[src/rtl/clk_div_ctrl_if.sv]
// Config handshake bundle for clk_div_ctrl: the register/config side is the
// master offering new half-periods, the controller is the slave.
interface clk_div_ctrl_if #(
  parameter int CNT_W = 16
) ();
  logic             cfg_valid;
  logic [CNT_W-1:0] cfg_half;
  logic             cfg_ready;
  logic             cfg_err;

  modport master (output cfg_valid, output cfg_half, input cfg_ready, input cfg_err);
  modport slave  (input cfg_valid, input cfg_half, output cfg_ready, output cfg_err);
endinterface

[src/rtl/clk_div_ctrl.sv]
// clk_div_ctrl: run-time controller for an even-ratio clock divider.
// Glitch-free start/stop of clk_out, new half-periods accepted over a
// valid/ready handshake and applied only at the high->low period boundary.
// Optional macro CLK_DIV_CTRL_PERIOD_CNT_EN adds a 32-bit wrapping count of
// clk_out rising edges on output period_cnt.
module clk_div_ctrl #(
  parameter int          CNT_W    = 16,
  parameter int unsigned DEF_HALF = 5
) (
  input  logic             clk_in,
  input  logic             rst_n,
  input  logic             en,
  clk_div_ctrl_if.slave    cfg,
  output logic             clk_out,
  output logic             tick,
  output logic             running,
`ifdef CLK_DIV_CTRL_PERIOD_CNT_EN
  output logic [31:0]      period_cnt,
`endif
  output logic [CNT_W-1:0] cur_half
);

  localparam logic [1:0] S_IDLE = 2'd0;
  localparam logic [1:0] S_RUN  = 2'd1;
  localparam logic [1:0] S_STOP = 2'd2;

  logic [1:0]       r_state;
  logic [CNT_W-1:0] r_count;
  logic             r_clk_out;
  logic             r_tick;
  logic             r_cfg_err;
  logic             r_cfg_ready;
  logic             r_running;
  logic [CNT_W-1:0] r_cur_half;
  logic [CNT_W-1:0] r_pend_half;

  logic       w_accept;
  logic       w_cfg_zero;
  logic       w_term;
  logic       w_active;
  logic       w_rise;
  logic       w_fall;
  logic       w_stop_idle;
  logic       w_boundary;
  logic       w_to_idle;
  logic [1:0] w_state_nxt;

  // Period-boundary decode and next-state selection
  always_comb begin
    w_accept    = cfg.cfg_valid && r_cfg_ready;
    w_cfg_zero  = (cfg.cfg_half == '0);
    w_term      = (r_count == (r_cur_half - CNT_W'(1)));
    w_active    = (r_state != S_IDLE);
    w_rise      = w_active && w_term && !r_clk_out;
    w_fall      = w_active && w_term && r_clk_out;
    // STOP leaves for IDLE either immediately from the low phase or on the
    // terminal high->low toggle, so no short high pulse is ever produced.
    w_stop_idle = (r_state == S_STOP) && !en && (!r_clk_out || w_term);
    w_boundary  = w_fall || w_stop_idle;
    w_state_nxt = r_state;
    case (r_state)
      S_IDLE:  w_state_nxt = en ? S_RUN : S_IDLE;
      S_RUN:   w_state_nxt = en ? S_RUN : S_STOP;
      S_STOP:  w_state_nxt = en ? S_RUN : (w_stop_idle ? S_IDLE : S_STOP);
      default: w_state_nxt = S_IDLE;
    endcase
    w_to_idle = (w_state_nxt == S_IDLE);
  end

  // State, divider counter, output clock and config registers
  always_ff @(posedge clk_in) begin
    if (!rst_n) begin
      r_state     <= S_IDLE;
      r_count     <= '0;
      r_clk_out   <= 1'b0;
      r_tick      <= 1'b0;
      r_cfg_err   <= 1'b0;
      r_cfg_ready <= 1'b1;
      r_running   <= 1'b0;
      r_cur_half  <= CNT_W'(DEF_HALF);
      r_pend_half <= '0;
    end else begin
      r_state   <= w_state_nxt;
      r_running <= !w_to_idle;
      r_tick    <= w_rise;
      r_cfg_err <= w_accept && w_cfg_zero;

      if (!w_active || w_to_idle) begin
        r_count   <= '0;
        r_clk_out <= 1'b0;
      end else if (w_term) begin
        r_count   <= '0;
        r_clk_out <= ~r_clk_out;
      end else begin
        r_count <= r_count + CNT_W'(1);
      end

      // A pending value exists only while cfg_ready is low, and a new one is
      // accepted only while it is high, so these two updates never collide.
      if (w_boundary && !r_cfg_ready) begin
        r_cur_half  <= r_pend_half;
        r_cfg_ready <= 1'b1;
      end
      if (w_accept && !w_cfg_zero) begin
        if (!w_active || w_to_idle) begin
          r_cur_half <= cfg.cfg_half;
        end else begin
          r_pend_half <= cfg.cfg_half;
          r_cfg_ready <= 1'b0;
        end
      end
    end
  end

`ifdef CLK_DIV_CTRL_PERIOD_CNT_EN
  logic [31:0] r_period_cnt;

  // Free-running count of clk_out rising edges, cleared only by reset
  always_ff @(posedge clk_in) begin
    if (!rst_n) begin
      r_period_cnt <= '0;
    end else if (w_rise) begin
      r_period_cnt <= r_period_cnt + 32'd1;
    end
  end

  assign period_cnt = r_period_cnt;
`endif

  assign clk_out       = r_clk_out;
  assign tick          = r_tick;
  assign running       = r_running;
  assign cur_half      = r_cur_half;
  assign cfg.cfg_ready = r_cfg_ready;
  assign cfg.cfg_err   = r_cfg_err;

endmodule

[src/flat_wrapper.sv]
// flat-port wrapper written by rule: the top's interface ports become plain ports
module clk_div_ctrl_flat 
#(
  parameter int          CNT_W    = 16,
  parameter int unsigned DEF_HALF = 5
)
  (clk_in, rst_n, en, clk_out, tick, running, cur_half, cfg_cfg_valid, cfg_cfg_half, cfg_cfg_ready, cfg_cfg_err);
  clk_div_ctrl_if #(.CNT_W(CNT_W)) cfg_i ();
  input  logic clk_in;
  input  logic rst_n;
  input  logic en;
  output logic clk_out;
  output logic tick;
  output logic running;
  output logic [CNT_W-1:0] cur_half;
  input wire logic [$bits(cfg_i.cfg_valid)-1:0] cfg_cfg_valid;
  input wire logic [$bits(cfg_i.cfg_half)-1:0] cfg_cfg_half;
  output wire logic [$bits(cfg_i.cfg_ready)-1:0] cfg_cfg_ready;
  output wire logic [$bits(cfg_i.cfg_err)-1:0] cfg_cfg_err;
  assign cfg_i.cfg_valid = cfg_cfg_valid;
  assign cfg_i.cfg_half = cfg_cfg_half;
  assign cfg_cfg_ready = cfg_i.cfg_ready;
  assign cfg_cfg_err = cfg_i.cfg_err;
  clk_div_ctrl #(.CNT_W(CNT_W), .DEF_HALF(DEF_HALF)) u_core (.clk_in(clk_in), .rst_n(rst_n), .en(en), .cfg(cfg_i), .clk_out(clk_out), .tick(tick), .running(running), .cur_half(cur_half));
endmodule
[config.mk]
export PLATFORM = sky130hd
export DESIGN_NAME = clk_div_ctrl_flat
export DESIGN_NICKNAME = d
export VERILOG_FILES = /design/src/rtl/clk_div_ctrl_if.sv /design/src/rtl/clk_div_ctrl.sv /design/src/flat_wrapper.sv
export SDC_FILE = /design/constraint.sdc
export NUM_CORES = 1
export LEC_CHECK = 0
export CORE_UTILIZATION = 55
export CTS_BUF_LIST = sky130_fd_sc_hd__clkbuf_4
export CTS_CLUSTER_SIZE = 25
export DETAILED_ROUTE_END_ITERATION = 6
export PLACE_DENSITY = 0.9
export RECOVER_POWER = 50
export SETUP_SLACK_MARGIN = 0.02
export SLEW_MARGIN = 20
export SYNTH_ARGS = -nofsm -noshare
export SYNTH_HDL_FRONTEND = slang
export SYNTH_SLANG_ARGS = --single-unit
[constraint.sdc]
create_clock -name clk_in -period 10.1 [get_ports clk_in]
set_input_delay 2.02 -clock clk_in [delete_from_list [all_inputs] [get_ports clk_in]]
set_output_delay 2.02 -clock clk_in [all_outputs]
set_load 0.005 [all_outputs]
# Word level (Yosys, flattened, before mapping)
# Cells that the tools add are included.
[classes]
n_addsub = 2
eq_ne = 3
mux = 11
n_bitwise = 3
n_reduce_logical = 25
[ops]
columns = ["op", "count"]
rows = [
  ["2-to-1 mux 16 bit", 3],
  ["adder 16 x 1 -> 16 bit, second input constant", 1],
  ["equality test 16 bit", 1],
  ["zero test 16 bit", 1],
  ["subtractor 16 x 1 -> 16 bit, second input constant", 1],
  ["logical AND 1 bit", 9],
  ["zero test 1 bit", 6],
  ["2-to-1 mux 2 bit", 3],
  ["case mux 2 bit (3 select lines)", 1],
  ["zero test 2 bit", 2],
  ["2-to-1 mux 1 bit", 4],
  ["logical OR 1 bit", 3],
  ["inverter 1 bit", 3],
  ["OR reduction 3 bit", 1],
  ["equality test 2 x 1 -> 1 bit, second input constant", 1],
  ["equality test 2 bit, second input constant", 1],
  ["AND reduction 2 bit", 1],
  ["nonzero test 2 bit", 1],
  ["OR reduction 2 bit", 1],
]
[word_totals]
reg_bits = 55
inputBits = 20
output_inout_bits = 21

# Depth between registers and ports, before layout
# Gate-level depths: netlist (run 1).
[depth]
word_depth = 11
depth_mapped = 14
ltp_nobuf = 10

# Worst setup path after synthesis (run 1)
# No wires, ideal clock.
[synth_timing]
path_kind = "flip-flop to flip-flop"
startpoint = "register u_core.r_cur_half[2], in the netlist u_core.cur_half[2]"
endpoint = "register u_core.r_pend_half[10]"
arrival_time_ns = 3.186
required_time_ns = 9.984
slack_ns = 6.798
path_stages_with_launch = 13
path_buffers = 4
synth_period_minus_slack_ns = 3.302
path_cell_list = "dfxtp_1 > buf_6 > or4_1 > buf_2 > or4_4 > nand4bb_1 > and3_1 > o41a_1 > o31ai_4 > or2_1 > buf_4 > buf_8 > a21oi_2"
[synth_between]
elab_chain_len = 11
[synth_lines]
columns = ["element", "line", "rtl"]
rows = [
  ["start: declaration", "clk_div_ctrl.sv:34", "logic [CNT_W-1:0] r_cur_half;"],
  ["start signal: assignment", "clk_div_ctrl.sv:80", "r_cur_half <= CNT_W'(DEF_HALF);"],
  ["start signal: assignment", "clk_div_ctrl.sv:101", "r_cur_half <= r_pend_half;"],
  ["start signal: assignment", "clk_div_ctrl.sv:106", "r_cur_half <= cfg.cfg_half;"],
  ["subtractor 16 x 1 -> 16 bit", "clk_div_ctrl.sv:52", "w_term = (r_count == (r_cur_half - CNT_W'(1)));"],
  ["equality test 16 bit", "clk_div_ctrl.sv:52", ""],
  ["logical OR 1 bit", "clk_div_ctrl.sv:58", "w_stop_idle = (r_state == S_STOP) && !en && (!r_clk_out || w_term);"],
  ["logical AND 1 bit", "clk_div_ctrl.sv:58", ""],
  ["2-to-1 mux 2 bit (2 in series)", "clk_div_ctrl.sv:64", "S_STOP: w_state_nxt = en ? S_RUN : (w_stop_idle ? S_IDLE : S_STOP);"],
  ["case mux 2 bit (3 select lines)", "clk_div_ctrl.sv:61", "case (r_state)"],
  ["zero test 2 bit", "clk_div_ctrl.sv:67", "w_to_idle = (w_state_nxt == S_IDLE);"],
  ["logical OR 1 bit", "clk_div_ctrl.sv:105", "if (!w_active || w_to_idle) begin"],
  ["inverter 1 bit (no source line)", "-", ""],
  ["AND reduction 2 bit (no source line)", "-", ""],
  ["end signal: assignment", "clk_div_ctrl.sv:108", "r_pend_half <= cfg.cfg_half;"],
  ["end: declaration", "clk_div_ctrl.sv:35", "logic [CNT_W-1:0] r_pend_half;"],
]
# Every way passes these cells.
# A chain may end at the register's enable or synchronous reset.

==> flow_metrics.tcl, run 1 <==
set metrics [dict create \
    place_hpwl_um 4920 \
    worst-setup-path-type "in2reg" \
    antenna_found_initial 0 \
    setup_viol 0 \
    worstPathRequired_ns 10.43 \
    cts_resized 0 \
    relSlewSlack_pct 11.3 \
    coreArea_mm2 0.00517 \
    worstHoldPathType "reg2reg" \
    yosys_warnings 0 \
    grt.total_usage_pct 26.1 \
    clk_pin_slew_worst_paths_ns 0.16 \
    vias 2726 \
    yosys.area.top_type "dfxtp_1" \
    layout-drive-gt1-share_pct 6.60 \
    leakage_nw 1.33 \
    status "completed" \
    drc_errors 0 \
    place_area_mm2 0.00338 \
    wl_um 6990 \
    die_area_mm2 0.00576 \
    clk_path_buf_depth 2 \
    final_core_util_pct 66.7 \
    finalCritPeriodShare_pct 44.5 \
    cts_sinks 55 \
    cts_buffers 5 \
    grt_max_degree 37 \
    ios 41 \
    drv_slew 0 \
    ff2ff_setup_slack_ns 5.87 \
    ys_ff_latch 55 \
    power_density_mw_per_mm2 122 \
    crit_path_start_kind "input port" \
    drv_cap 0 \
    hold_violations 0 \
    wl_per_cell_um 15.6 \
    p_total_w 0.000421 \
    fin_area_mm2 0.00345 \
    reg2reg_depth 8 \
    grt_pass1_wl_um 11400 \
    fin_tns_setup_ns 0 \
    hold_start "u_core.r_pend_half[6]" \
    synthesis.instances 353 \
    cts_tree "done" \
    reg2reg_to "u_core.r_pend_half[7]" \
    arrival_ns 4.83 \
    seq_area_frac_synth_pct 36.7 \
    n_antenna_cell 0 \
    fp.dieH_um 75.9 \
    overflow 0 \
    yosys-top-cells-area "dfxtp_1 37%, nor2_1 5.5%, mux2i_1 5.3%" \
    whs_path_depth 2 \
    nNetsFinal 400 \
    start_util_pct 58.0 \
    synth_nets 375 \
    synth-async-reset-ratio_pct 0 \
    min_period_ns 4.49 \
    finalClockSkew_ns 0.0271 \
    drtIter0Drc 166 \
    whs_ns 0.465 \
    drtAntennaViolNets 0 \
    ir_worst_vdd_uv 69.8 \
    postCtsSetupRepairBufs 0 \
    syn_avg_cell_area_um2 8.50 \
    hold_end "u_core.r_pend_half[6]" \
    clock-root-buffer "clkbuf_4" \
    viasPerCell 6.07 \
    grt_pass1_vias 2514 \
    critPathMaxFanout 36 \
    hold_buffers 0 \
    syn_area_mm2 0.00300 \
    synth_ff_type "dfxtp_1" \
    clock_latency_ns 0.41 \
    synth_cell_types 59 \
    area_growth_pct 14.9 \
    rows 26 \
    gp_congestion 0.803 \
    rr_startpoint "u_core.cur_half[2]" \
    ctsHtreeMaxLevel 2 \
    io_buffers 40 \
    fp.dieW_um 75.9 \
    synth_top_area_share_pct 36.7 \
    fmax_ghz 0.223 \
    rsz0062_at_grt "no" \
    synth_edf_count 0 \
    tightestPinTransition_ns 1.33 \
    cp-end-kind "flop" \
    dr.pass1.iters 5 \
]
how the worst max path moves through the flow:
stage                        from                endpoint
2_1_floorplan  u_core.cur_half[2]  u_core.r_pend_half[10]
3_3_place_gp      cfg_cfg_half[5]      u_core.cur_half[0]
3_5_place_dp      cfg_cfg_half[5]      u_core.cur_half[0]
4_1_cts        u_core.cur_half[2]   u_core.r_pend_half[7]
5_1_grt                     rst_n   u_core.r_pend_half[5]
6_report                    rst_n   u_core.r_pend_half[7]
registers in the layout, indices dropped and copies added, names as in the netlist:
signal and flops:
u_core.cur_half 16, u_core.r_count 16, u_core.r_state 2, u_core.r_pend_half 16, u_core.tick 1, u_core.cfg.cfg_err 1, u_core.running 1, u_core.cfg.cfg_ready 1
u_core.clk_out 1
routing by layer:
layer | global-route usage [%] | wire, µm
met1 | 32.4 | 2960
met4 | 12.6 | 223
met3 | 4.50 | 399
met2 | 44.0 | 3400
met5 | 0 | 0
cell families (layout without fill, tap and decap cells):
| kind of cell | count (synthesis) | count (layout) | share of synthesized area, % |
|---|---|---|---|
| buffers and inverters | 30 | 56 | 4.75 |
| AO/OA/AOI/OAI | 80 | 80 | 18.0 |
| XOR/XNOR | 31 | 31 | 10.5 |
| adder cells (fa/ha/maj) | 2 | 2 | 0.834 |
| multiplexers | 16 | 16 | 5.34 |
| flip-flops | 55 | 55 | 36.7 |
| AND/OR/NAND/NOR | 139 | 139 | 23.9 |
report_power, final:
| group | leakage [nW] | switching [W] | internal [W] |
|---|---|---|---|
| clock network | 0.0337 | 0.0000781 | 0.0000299 |
| logic | 0.847 | 0.0000348 | 0.0000358 |
| registers | 0.449 | 0.0000154 | 0.000227 |
| total | 1.33 | 0.000128 | 0.000293 |
synthesized netlist by cell type, types with 2 or more instances:
master	number
dfxtp_1	55
nor2_1	44
a21oi_1	23
nand2_1	23
o21ai_0	21
clkbuf_1	16
mux2i_1	16
xor2_1	15
nand3_1	14
xnor2_1	13
a21oi_2	11
nor4_1	9
inv_1	7
nor3_1	7
and3_1	6
nand2b_1	5
nand4_1	4
or3_1	4
or4_1	4
a21o_1	3
buf_2	3
nor2b_1	3
nor3b_1	3
a211oi_1	2
a221oi_1	2
a31oi_1	2
buf_4	2
ha_1	2
nand3b_1	2
o211a_1	2
xnor3_1	2
worst max-delay path, stage by stage:
cell,delay (ns)
dlygate4sd3_1,0.52
clkbuf_1,0.97
inv_1,0.46
or2_1,0.62
a21oi_1,0.23
cell usage in the layout (no fill, tap or decap), types with 13 or more instances in the layout:
cell type         n
nand2_1          23
nor2_1           44
xor2_1           15
dlygate4sd3_1    21
a21oi_1          23
o21ai_0          21
xnor2_1          13
mux2i_1          16
dfxtp_1          55
clkdlybuf4s50_1  19
nand3_1          14
cell type report:
cell class / count / area (µm²)
Fill cell: 421 / 1720
Clock buffer: 5 / 37.5
Clock inverter: 3 / 27.5
Inverter: 7 / 26.3
Timing Repair Buffer: 41 / 404
Sequential cell: 55 / 1100
Tap cell: 70 / 87.6
Multi-Input combinational cell: 268 / 1770
stage by stage:
step,setup WS [ns],cells
floorplan,6.80,353
global placement,5.70,441
detailed placement,5.65,441
CTS,5.89,449
global route,5.39,449
finish,5.61,449
Note: power is estimated with default switching activity, not from simulation.
==> inputs of run 2 (changes only) <==
==> constraint.sdc (replaced) <==
create_clock -name clk_in -period 4.2 [get_ports clk_in]
set_input_delay 0.84 -clock clk_in [delete_from_list [all_inputs] [get_ports clk_in]]
set_output_delay 0.84 -clock clk_in [all_outputs]
set_load 0.005 [all_outputs]
==> run 2 against run 1 <==
Compared with the run above:
- sequential share of layout area grew 0.34 points
- register-to-register slack worse by 5.3 ns
- core utilization decreased by 0.70 points
- global-route usage down 0.28 points
- critical path type is now reg2reg
- non-clock buffer count is 3 higher
- hold slack hardly changed
- combinational power increased by 140%
- largest power group unchanged
- via count decreased by 2.9%
- total power up 140%
- count of clock-buffer cells in the layout stayed put
==> flow_metrics.tcl, run 2 (synthesized netlist as in run 1, its figures left out) <==
set metrics [dict create \
    gp_congestion 0.867 \
    vias 2648 \
    viasPerCell 5.86 \
    start_util_pct 58.0 \
    rr_startpoint "u_core.cur_half[2]" \
    wl_per_cell_um 15.0 \
    n_antenna_cell 0 \
    drv_cap 0 \
    worstHoldPathType "reg2reg" \
    grt.total_usage_pct 25.8 \
    io_buffers 40 \
    drc_errors 0 \
    fin_area_mm2 0.00341 \
    cp-end-kind "flop" \
    hold_violations 0 \
    mostFrequentLayoutCells "55 x dfxtp_1, 44 x nor2_1, 28 x a21oi_1" \
    cts_resized 0 \
    antenna_found_initial 0 \
    clock-root-buffer "clkbuf_4" \
    hold_buffers 0 \
    overflow 0 \
    leakage_nw 1.34 \
    place_area_mm2 0.00340 \
    grt_pass1_wl_um 11200 \
    grt_max_degree 37 \
    ir_worst_vdd_uv 230 \
    grt_pass1_vias 2364 \
    worstPathRequired_ns 4.43 \
    dr.pass1.iters 4 \
    cts_buffers 5 \
    layout-drive-gt1-share_pct 4.97 \
    tightestPinTransition_ns 1.39 \
    clock_latency_ns 0.39 \
    ctsHtreeMaxLevel 2 \
    die_area_mm2 0.00576 \
    place_hpwl_um 4920 \
    fin_tns_setup_ns 0 \
    nNetsFinal 403 \
    crit_path_start_kind "flop" \
    clk_pin_slew_worst_paths_ns 0.17 \
    drtIter0Drc 242 \
    cts_tree "done" \
    fmax_ghz 0.274 \
    rsz0062_at_grt "no" \
    wl_um 6780 \
    worst-setup-path-type "reg2reg" \
    coreArea_mm2 0.00517 \
    clk_path_buf_depth 2 \
    fp.dieW_um 75.9 \
    relSlewSlack_pct 7.39 \
    arrival_ns 3.88 \
    status "completed" \
    critPathMaxFanout 17 \
    finalClockSkew_ns 0.00919 \
    rows 26 \
    fp.dieH_um 75.9 \
    area_growth_pct 13.7 \
    cts_sinks 55 \
    final_common_cell "dfxtp_1" \
    power_density_mw_per_mm2 293 \
    setup_viol 0 \
    min_period_ns 3.65 \
    drtAntennaViolNets 0 \
    crit_start "u_core.cur_half[2]" \
    postCtsSetupRepairBufs 0 \
    drv_slew 0 \
    finalCritPeriodShare_pct 86.9 \
    ios 41 \
    hold_start "u_core.r_pend_half[8]" \
]
[run 2: worst paths after layout]
check                                        endpoint  slack, ns  depth (start not counted)
worst min-delay path            u_core.r_pend_half[8]       0.47                          2
worst min register to register  u_core.r_pend_half[8]       0.47                          2
worst max-delay path               u_core.cur_half[2]       0.55                          9
worst max register to register     u_core.cur_half[2]       0.55                          9
[run 2: routing by layer]
metal  global-route usage [%]  vias up  wire [µm]
li1                         -     1320          -
met1                     33.9     1228       3060
met2                     43.4       85       3270
met3                     4.76       15        338
met4                     7.61        0        115
met5                        0        -          0
[run 2: cell type report]
type	instances	area, µm²
Sequential cell	55	1100
Inverter	7	26.3
Timing Repair Buffer	44	422
Clock buffer	5	37.5
Multi-Input combinational cell	268	1720
Clock inverter	3	23.8
Tap cell	70	87.6
Fill cell	431	1760
[run 2: report_power, final]
| group | internal [W] | leakage [nW] | switching, W | total, W |
|---|---|---|---|---|
| registers | 0.000546 | 0.449 | 0.0000366 | 0.000583 |
| clock network | 0.0000692 | 0.0347 | 0.000183 | 0.000252 |
| logic | 0.0000850 | 0.854 | 0.0000809 | 0.000166 |
| total | 0.000700 | 1.34 | 0.000300 | 0.00100 |
[run 2: per-stage QoR]
stage | hold WS, ns | std cells | setup WS, ns | util, % | power (W)
after detailed placement | 0.445 | 444 | 0.652 | 65.8 | 0.000767
after floorplan | 0.432 | 353 | 0.898 | - | 0.000693
after CTS | 0.466 | 452 | 0.615 | 67.0 | 0.00101
final | 0.465 | 452 | 0.549 | 66.0 | 0.00100
after global placement | 0.440 | 444 | 0.718 | 65.8 | 0.000762
after global routing | 0.492 | 452 | 0.348 | 66.0 | 0.00104
[run 2: critical path, cell delays in order (launching register included)]
cell       delay (ns)
dfxtp_1          0.43
or4_1            0.73
or4_1            0.57
nand4bb_1        0.20
and3_1           0.18
nor4_1           0.73
a21oi_2          0.09
buf_4            0.26
mux2i_1          0.19
a31oi_1          0.10
==> inputs of run 3 (changes only) <==
--- a/config.mk
+++ b/config.mk
@@ -10,7 +10,7 @@
 export CTS_CLUSTER_SIZE = 25
 export DETAILED_ROUTE_END_ITERATION = 6
 export PLACE_DENSITY = 0.9
-export RECOVER_POWER = 50
+export RECOVER_POWER = 100
 export SETUP_SLACK_MARGIN = 0.02
 export SLEW_MARGIN = 20
 export SYNTH_ARGS = -nofsm -noshare
==> results of run 3 <==
No change in the layout: final DEF, timing and power equal those of run 2.
